===== src/rtl/pc_seq_pkg.sv =====
`default_nettype none
// ============================================================================
// Module      : pc_seq_pkg
// Description : Shared types and opcode constants for the PLC program-counter
//               sequencer (FSM state encoding, jump-class and call/return
//               opcodes, unconditional jump condition index).
// Revision    : 1.0 - initial release
// ============================================================================
package pc_seq_pkg;

    typedef enum logic [2:0] {
        S_FETCH = 3'd0,
        S_OP    = 3'd1,
        S_TLO   = 3'd2,
        S_THI   = 3'd3,
        S_EXEC  = 3'd4,
        S_HALT  = 3'd5
    } pc_state_t;

    localparam logic [3:0] JMP_CLASS   = 4'hF;
    localparam logic [7:0] OPC_CALL    = 8'hFB;
    localparam logic [7:0] OPC_RET     = 8'hFC;
    localparam logic [3:0] COND_ALWAYS = 4'hA;

    // Any opcode whose high nibble is JMP_CLASS carries two target bytes
    // (except RET when the return stack is built in).
    function automatic logic is_jump(input logic [7:0] opc);
        return (opc[7:4] == JMP_CLASS);
    endfunction

endpackage
`default_nettype wire


===== src/rtl/pc_call_stack.sv =====
`default_nettype none
// ============================================================================
// Module      : pc_call_stack
// Description : Small LIFO of return addresses for CALL/RET.
//               Ports: clk, rst (async, active high), i_push, i_pop,
//               i_data (address to push), o_top (most recent entry),
//               o_full, o_empty. The caller never pushes when full or pops
//               when empty.
// Revision    : 1.0 - initial release
// ============================================================================
module pc_call_stack #(
    parameter int DEPTH = 4,
    parameter int WIDTH = 10
) (
    input  logic             clk,
    input  logic             rst,
    input  logic             i_push,
    input  logic             i_pop,
    input  logic [WIDTH-1:0] i_data,
    output logic [WIDTH-1:0] o_top,
    output logic             o_full,
    output logic             o_empty
);
    localparam int c_cnt_w = $clog2(DEPTH + 1);
    localparam int c_idx_w = (DEPTH > 1) ? $clog2(DEPTH) : 1;

    logic [WIDTH-1:0]   r_mem [DEPTH];
    logic [c_cnt_w-1:0] r_count;
    logic [c_idx_w-1:0] w_wr_idx;
    logic [c_idx_w-1:0] w_top_idx;

    assign w_wr_idx  = c_idx_w'(r_count);
    assign w_top_idx = c_idx_w'(r_count - c_cnt_w'(1));
    assign o_empty   = (r_count == '0);
    assign o_full    = (r_count == c_cnt_w'(DEPTH));
    assign o_top     = o_empty ? '0 : r_mem[w_top_idx];

    always_ff @(posedge clk or posedge rst) begin
        if (rst) begin
            r_count <= '0;
        end else if (i_push && !o_full) begin
            r_count <= r_count + c_cnt_w'(1);
        end else if (i_pop && !o_empty) begin
            r_count <= r_count - c_cnt_w'(1);
        end
    end

    // Entry storage needs no reset: only slots below r_count are ever read.
    always_ff @(posedge clk) begin
        if (i_push && !o_full) begin
            r_mem[w_wr_idx] <= i_data;
        end
    end

endmodule
`default_nettype wire


===== src/rtl/pc_sequencer.sv =====
`default_nettype none
// ============================================================================
// Module      : pc_sequencer
// Description : Program counter and fetch sequencer of one PLC core. Fetches
//               opcodes from program ROM, fetches jump target bytes, samples
//               the jump mux condition, and issues a one-cycle valid pulse for
//               every non-jump opcode.
//               Ports: CLK, RST (async, active high), PC_Hold (stall),
//               ROM_InputData (8b, 1-cycle latency), JMPMUX_JMP_EN,
//               ROM_Address (ADDR_W), PC_Opcode (8b), PC_InstrValid,
//               PC_StackErr.
//               Optional feature macro: PC_CALL_STACK_EN (CALL/RET return
//               stack of STACK_DEPTH entries).
// Revision    : 1.0 - initial release
// ============================================================================
module pc_sequencer
    import pc_seq_pkg::*;
#(
    parameter int ADDR_W      = 10,
    parameter int STACK_DEPTH = 4
) (
    input  logic              CLK,
    input  logic              RST,
    input  logic              PC_Hold,
    input  logic [7:0]        ROM_InputData,
    input  logic              JMPMUX_JMP_EN,
    output logic [ADDR_W-1:0] ROM_Address,
    output logic [7:0]        PC_Opcode,
    output logic              PC_InstrValid,
    output logic              PC_StackErr
);
    localparam logic [ADDR_W-1:0] c_pc_one = ADDR_W'(1);

    pc_state_t          r_state, w_state_nxt;
    logic [ADDR_W-1:0]  r_pc, w_pc_nxt;
    logic [ADDR_W-1:0]  r_addr, w_addr_nxt;
    logic [7:0]         r_opcode, w_opcode_nxt;
    logic               r_valid, w_valid_nxt;
    logic [7:0]         r_tgt_lo, w_tgt_lo_nxt;
    logic [ADDR_W-9:0]  r_tgt_hi, w_tgt_hi_nxt;
    logic [ADDR_W-1:0]  w_pc_inc;
    logic [ADDR_W-1:0]  w_target;

    assign w_pc_inc = r_pc + c_pc_one;
    assign w_target = {r_tgt_hi, r_tgt_lo};

`ifdef PC_CALL_STACK_EN
    logic              w_push, w_pop, w_err_set;
    logic [ADDR_W-1:0] w_stk_top;
    logic              w_stk_full, w_stk_empty;
    logic              r_stack_err;

    pc_call_stack #(
        .DEPTH (STACK_DEPTH),
        .WIDTH (ADDR_W)
    ) u_call_stack (
        .clk     (CLK),
        .rst     (RST),
        .i_push  (w_push & ~PC_Hold),
        .i_pop   (w_pop & ~PC_Hold),
        .i_data  (r_pc),
        .o_top   (w_stk_top),
        .o_full  (w_stk_full),
        .o_empty (w_stk_empty)
    );

    always_ff @(posedge CLK or posedge RST) begin
        if (RST) begin
            r_stack_err <= 1'b0;
        end else if (!PC_Hold && w_err_set) begin
            r_stack_err <= 1'b1;
        end
    end

    assign PC_StackErr = r_stack_err;
`else
    logic w_unused_cfg;
    assign w_unused_cfg = (STACK_DEPTH > 0);
    assign PC_StackErr  = 1'b0;
`endif

    always_comb begin
        w_state_nxt  = r_state;
        w_pc_nxt     = r_pc;
        w_addr_nxt   = r_addr;
        w_opcode_nxt = r_opcode;
        w_valid_nxt  = 1'b0;
        w_tgt_lo_nxt = r_tgt_lo;
        w_tgt_hi_nxt = r_tgt_hi;
`ifdef PC_CALL_STACK_EN
        w_push       = 1'b0;
        w_pop        = 1'b0;
        w_err_set    = 1'b0;
`endif
        case (r_state)
            S_FETCH: begin
                w_addr_nxt  = r_pc;
                w_state_nxt = S_OP;
            end
            S_OP: begin
                w_opcode_nxt = ROM_InputData;
                w_pc_nxt     = w_pc_inc;
                if (!is_jump(ROM_InputData)) begin
                    w_valid_nxt = 1'b1;
                    w_state_nxt = S_FETCH;
                end
`ifdef PC_CALL_STACK_EN
                else if (ROM_InputData == OPC_RET) begin
                    if (w_stk_empty) begin
                        w_err_set   = 1'b1;
                        w_pc_nxt    = r_pc;
                        w_state_nxt = S_HALT;
                    end else begin
                        w_pop       = 1'b1;
                        w_pc_nxt    = w_stk_top;
                        w_state_nxt = S_FETCH;
                    end
                end
`endif
                else begin
                    // Issue the first operand byte address right away so it
                    // is on the ROM data bus in S_TLO.
                    w_addr_nxt  = w_pc_inc;
                    w_state_nxt = S_TLO;
                end
            end
            S_TLO: begin
                w_tgt_lo_nxt = ROM_InputData;
                w_pc_nxt     = w_pc_inc;
                w_addr_nxt   = w_pc_inc;
                w_state_nxt  = S_THI;
            end
            S_THI: begin
                // Pad bits above the address width are dropped here.
                w_tgt_hi_nxt = ROM_InputData[ADDR_W-9:0];
                w_pc_nxt     = w_pc_inc;
                w_state_nxt  = S_EXEC;
            end
            S_EXEC: begin
                w_state_nxt = S_FETCH;
`ifdef PC_CALL_STACK_EN
                if (r_opcode == OPC_CALL) begin
                    // r_pc already points past the operand bytes: that is
                    // the return address.
                    if (w_stk_full) begin
                        w_err_set   = 1'b1;
                        w_state_nxt = S_HALT;
                    end else begin
                        w_push   = 1'b1;
                        w_pc_nxt = w_target;
                    end
                end else
`endif
                if (JMPMUX_JMP_EN) begin
                    w_pc_nxt = w_target;
                end
            end
            S_HALT: begin
                w_state_nxt = S_HALT;
            end
            default: begin
                w_state_nxt = S_FETCH;
            end
        endcase
    end

    always_ff @(posedge CLK or posedge RST) begin
        if (RST) begin
            r_state  <= S_FETCH;
            r_pc     <= '0;
            r_addr   <= '0;
            r_opcode <= 8'h00;
            r_valid  <= 1'b0;
            r_tgt_lo <= '0;
            r_tgt_hi <= '0;
        end else if (!PC_Hold) begin
            r_state  <= w_state_nxt;
            r_pc     <= w_pc_nxt;
            r_addr   <= w_addr_nxt;
            r_opcode <= w_opcode_nxt;
            r_valid  <= w_valid_nxt;
            r_tgt_lo <= w_tgt_lo_nxt;
            r_tgt_hi <= w_tgt_hi_nxt;
        end
    end

    // A pending pulse is held in r_valid across a stall and shown once the
    // stall is released, so it is neither lost nor repeated.
    assign PC_InstrValid = r_valid & ~PC_Hold;
    assign ROM_Address   = r_addr;
    assign PC_Opcode     = r_opcode;

endmodule
`default_nettype wire

===== config.mk =====
export PLATFORM = sky130hd
export DESIGN_NAME = pc_sequencer
export DESIGN_NICKNAME = d
export VERILOG_FILES = /design/src/rtl/pc_seq_pkg.sv /design/src/rtl/pc_call_stack.sv /design/src/rtl/pc_sequencer.sv
export SDC_FILE = /design/constraint.sdc
export NUM_CORES = 1
export LEC_CHECK = 0
export ABC_AREA = 1
export ABC_CLOCK_PERIOD_IN_PS = 1600
export BUFFER_PORTS_ARGS = -buffer_cell sky130_fd_sc_hd__clkbuf_2
export CORE_ASPECT_RATIO = 0.5
export CORE_MARGIN = 3
export CORE_UTILIZATION = 47
export CTS_CLUSTER_DIAMETER = 30
export CTS_CLUSTER_SIZE = 16
export DETAILED_ROUTE_END_ITERATION = 16
export PLACE_DENSITY = 0.67
export SYNTH_ARGS = -nofsm -noshare
export SYNTH_HDL_FRONTEND = slang
export SYNTH_SLANG_ARGS = --single-unit

===== constraint.sdc =====
create_clock -name CLK -period 1.6 [get_ports CLK]
set_clock_uncertainty 0.2 [all_clocks]
set_input_delay 0.48 -clock CLK [delete_from_list [all_inputs] [get_ports CLK]]
set_output_delay 0.48 -clock CLK [all_outputs]
set_load 0.01 [all_outputs]

After elaboration in Yosys (flattened, before gate mapping)
Index checks and enable logic that the tools add are counted.

operators by class
  $add $sub $neg = 1
  equality and inequality tests = 8
  muxes and demuxes = 8
  bitwise operators = 2
  reductions and logical operators = 9

operators by type and width
  kind                                                              count
  10-bit case mux with 3 select lines                               1
  10-bit 2-to-1 mux                                                 2
  10-bit case mux with 2 select lines                               1
  3-bit case mux with 5 select lines                                1
  10-bit by 1-bit adder with 10-bit output (second input constant)  1
  3-bit by 2-bit == test with 1-bit output (second input constant)  2
  3-bit == test (second input constant)                             2
  2-bit AND reduction                                               3
  3-bit AND reduction                                               2
  4-bit == test (second input constant)                             1
  2-bit != test (second input constant)                             2
  3-bit by 1-bit == test with 1-bit output (second input constant)  1
  3-bit logical NOT                                                 1
  3-bit nonzero test                                                1
  3-bit OR reduction                                                1
  1-bit 2-to-1 mux                                                  2
  2-bit 2-to-1 mux                                                  1
  2-bit nonzero test                                                1
  1-bit AND                                                         1
  1-bit inverter                                                    1

storage, ports and cells
  bits in registers = 42
  input bits = 12
  output and inout bits = 20
  word-level logic and storage cells = 35

Longest topological paths before layout
  depth in word-level cells = 4
  mapped depth = 9
  gate-level depth less buffers = 9

Worst setup path before layout
OpenSTA, ideal clock, no wires.

  path type = input port to flip-flop
  start = in PC_Hold
  end = reg r_opcode[0] (netlist: PC_Opcode[0])
  setup time = 118 ps
  arrival = 1158 ps
  required time = 1282 ps
  slack = 124 ps
  cell stages on the path = 7
  path buffers = 1
  cells stage by stage = nor2_2 -> inv_1 -> nor2_1 -> inv_1 -> buf_6 -> nand2_1 -> o21ai_2

on the way
  longest elaborated chain between the ends = 2

ends and longest elaborated chain
  what                                  line                 RTL
  start, declared                       pc_sequencer.sv:24   input logic PC_Hold,
  1-bit inverter (no source line)       n/a
  2-bit AND reduction (no source line)  n/a
  end signal, assigned                  pc_sequencer.sv:180  r_opcode <= w_opcode_nxt;
  end, declared                         pc_sequencer.sv:37   logic [7:0] r_opcode, w_opcode_nxt;

No other way between the ends.
A chain may end at the register's enable or synchronous reset.

Final worst setup path
  start = reg r_valid
  end = out PC_InstrValid

on the way
  longest elaborated chain between the ends = 1

ends and longest elaborated chain
  what                    line                 RTL
  start, declared         pc_sequencer.sv:38   logic r_valid, w_valid_nxt;
  start signal, assigned  pc_sequencer.sv:181  r_valid <= w_valid_nxt;
  1-bit AND               pc_sequencer.sv:189  assign PC_InstrValid = r_valid & ~PC_Hold;
  end, declared           pc_sequencer.sv:29   output logic PC_InstrValid,

No other way between the ends.

==> run_results.csv <==
group,metric,value,unit
outcome,status,"complete, no violations",
setup_path,timing.critical_path.to,"PC_InstrValid",
pwr,cellPowerDensity,1878,mW/mm^2
logic_synthesis,post_synthesis_xor_xnor_area_fraction,0,%
routing,route.final.wire_length,4.852,mm
setup_path,critical_path.reg2reg.startpoint,"r_state[1]$_DFFE_PP0N_",
die,core,0.004164,sq mm
die,boundaryPins,32,
logic_synthesis,synth_top_family_by_area,"simple AND/OR/NAND/NOR gates",
global_route,grt_pass1_vias,1848,
routing,detailed_route_vias_per_instance,4.954,
setup_path,worst_ep_arrival_time,0.91,ns
routing,drc,0,
logic_synthesis,synthesis.area,0.002181,sq mm
cells_and_area,n_antenna_cell,0,
timing,final_critical_path_setup_slack,0.008449,ns
cells_and_area,share_of_layout_cells_above_drive_strength_1,26.18,%
timing,final.hold.worst_slack,0.009877,ns
timing,final_min_period_over_clock_period,99.47,%
routing,num_vias,1952,
logic_synthesis,yosys_warnings,0,
cells_and_area,final_core_utilization,64.03,%
routing,detailed_router_s_first_iteration_violation_count,107,
global_route,grt_start_max_net_pins,43,
pwr,power.static_leakage,1.460,nW
logic_synthesis,yosysSeqAreaShare,48.19,%
global_route,antenna_found_initial,0,
pwr,switching_part_of_the_total_power,42.31,%
cells_and_area,layout.nets,352,
clock_tree,cts_max_level,2,
timing,rsz0062_at_grt,"true",
setup_path,source_of_the_critical_timing_path,"r_valid$_DFFE_PP0N_",
cells_and_area,layoutNonFillerInstCount,394,
setup_path,criticalPathCategory,"reg2out",
logic_synthesis,post_synth_inst_count,293,
logic_synthesis,net_count_synth,306,
cells_and_area,fillCellCount,380,
pwr,irDropWorstVdd,0.9212,mV
pwr,power.net_switching,2.119,mW
die,start_util,52.37,%
timing,timing.final.hold_violations,0,
clock_tree,cts.reportedPaths.clkPinSlew,0.08,ns
pwr,pwr-share-clk,14.2,%
clock_tree,cts_buffer_depth,2,
pwr,portion_of_total_power_attributed_to_sequential_cells,38.6,%
global_route,global_route.usage.total,19.98,%
pwr,combPwrFrac,47.2,%
timing,setup_tns,0,ns
clock_tree,ctsRootBufferMaster,"clkbuf_8",
timing,fmax,0.6283,GHz
clock_tree,tritoncts,"built",
routing,firstDrtPassIters,4,
place,gpl_wtd_cong,0.8189,
place,placed_area,0.002471,sq mm
place,place_ws,-0.1670,ns
die,die_area,0.005543,sq mm
clock_tree,cts_bufs_inserted,5,
logic_synthesis,synthAdderAreaFrac,0.5737,%
setup_path,worst_ep_required_time,0.92,ns
logic_synthesis,synth.area.mux_share,0,%
cells_and_area,areaGrowthSynthToFinish,22.26,%
global_route,grt_pass1_wl,8.445,mm
flow_run,cap_viol_max_count,0,
setup_path,rrSetupSlack,0.04,ns
setup_path,worstSetupStartpointType,"flop",
place,placed_cells_incl_taps,382,
logic_synthesis,compound_gate_portion_of_the_synthesized_area,10.04,%
place,portBuffers,30,
die,height_of_the_chip,54.17,microns
logic_synthesis,synth-seq-cells,42,
die,row_count,16,
global_route,grt_overflow,0,
logic_synthesis,synth_area_per_cell,7.443,sq um
clock_tree,clock_sink_count,42,
timing,finalMaxSlewViolations,0,
setup_path,critical_path.reg2reg.endpoint,"ROM_Address[7]$_DFFE_PP0P_",
setup_path,timing.critical_path.to_type,"output pin",
pwr,totalPowerFinal,5.007,mW
logic_synthesis,synth-simple-area-share,32.24,%
routing,detail-route-antenna-nets,0,
cells_and_area,stdcell_area,0.002666,sq mm
setup_path,critical_path.max_fanout,2,
routing,routed_wire_length_per_instance,12.31,microns
pwr,power_report.internal_total,2.888,mW
logic_synthesis,post_synth_num_cell_types,21,
clock_tree,clock_insertion_delay_worst_skew,0.29,ns
setup_path,worstRegToRegCells,9,
die,fp.dieW,102.3,microns
worst_hold_path,worst_hold_path_type,"in2async",
timing,final-setup-viol-count,0,
timing,final.min_clock_period,1.592,ns
place,detailed_place_hpwl,3.563,mm
## repair_timing
item / in CTS / in global routing
pin swaps: 0 / 5
hold buffers: 0 / 0
gates cloned: 0 / 1
buffers inserted: 0 / 3
endpoints found under the setup margin: 6 / 21
gates resized for setup: 1 / 24
## worst max-delay path, cell delays in order (launching register included)
cell and delay, ns:
dfrtp_1 0.39, inv_1 0.07, nor2_1 0.04, buf_2 0.13
## sequential cells by signal (all words and copies together), names as in the netlist
name         count
r_valid          1
r_tgt_hi         2
ROM_Address     10
r_pc            10
PC_Opcode        8
r_state          3
r_tgt_lo         8
## metal layers
metal / part of all wire [%] / wire, microns / vias up / global-route usage (%)
met5: 0 / 0 / - / 0
li1: - / - / 1001 / -
met4: 0.64 / 31 / 0 / 3.704
met1: 50 / 2407 / 887 / 26.28
met2: 43 / 2091 / 59 / 33.33
met3: 6.6 / 321 / 5 / 6.080
## kinds of logic (layout without fill, tap and decap cells)
| logic type | count (synthesis) | in the layout |
|---|---|---|
| DFF | 42 | 42 |
| and+or+nand+nor | 174 | 174 |
| AOI/OAI and AO/OA | 36 | 36 |
| buffers and inverters | 39 | 86 |
| adders and majority gates | 1 | 1 |
| other | 1 | 1 |
## worst min path at each step
stage,cells after the start,end,slack [ns],from
after global placement,2,ROM_Address[7]$_DFFE_PP0P_,0.26,ROM_Address[7]$_DFFE_PP0P_
after floorplan,2,r_valid$_DFFE_PP0N_,0.25,r_valid$_DFFE_PP0N_
after global routing,3,PC_Opcode[6]$_DFFE_PP0P_,0.05,RST
after CTS,3,PC_Opcode[5]$_DFFE_PP0P_,0.03,RST
final,3,PC_Opcode[2]$_DFFE_PP0P_,0.01,RST
after detailed placement,2,PC_Opcode[1]$_DFFE_PP0P_,0.27,PC_Opcode[1]$_DFFE_PP0P_
## cell usage in the layout, fill, tap and decap left out, drive strengths merged
| master | n |
|---|---|
| nand3 | 16 |
| dfrtp | 42 |
| a211oi | 1 |
| a21oi | 2 |
| clkbuf | 37 |
| buf | 16 |
| clkinv | 1 |
| nand4 | 2 |
| nor2 | 36 |
| clkinvlp | 1 |
| inv | 31 |
| ha | 1 |
| o21ai | 32 |
| nand3b | 2 |
| o211ai | 1 |
| conb | 1 |
| nand2 | 118 |
## cell type report
class / count / area [sq um] / area share, %
Clock buffer: 7 / 86.33 / 3.238
Clock inverter: 1 / 5.005 / 0.1877
Inverter: 32 / 126.4 / 4.740
Multi-Input combinational cell: 212 / 988.4 / 37.07
Tap cell: 54 / 67.56 / 2.534
Sequential cell: 42 / 1055 / 39.56
Timing Repair Buffer: 46 / 337.8 / 12.67
## cells in the mapped netlist, drive strengths merged
cell type / n / share of area, %
a211oi: 1 / 0.34
a21oi: 2 / 0.46
buf: 7 / 3.3
conb: 1 / 0.17
dfrtp: 42 / 48
ha: 1 / 0.57
inv: 32 / 5.5
nand2: 118 / 21
nand3: 16 / 3.7
nand3b: 2 / 0.69
nand4: 2 / 0.57
nor2: 36 / 6.8
o211ai: 1 / 0.34
o21ai: 32 / 8.9
## power groups by stage
stage	Combinational [mW]	Clock, mW	Sequential [mW]
floorplan	1.41	0	1.92
global placement	2.10	0	1.91
detailed placement	2.16	0	1.92
CTS	2.17	0.729	1.91
global route	2.70	0.764	2.00
finish	2.36	0.712	1.93
(Power assumes the default switching activity.)
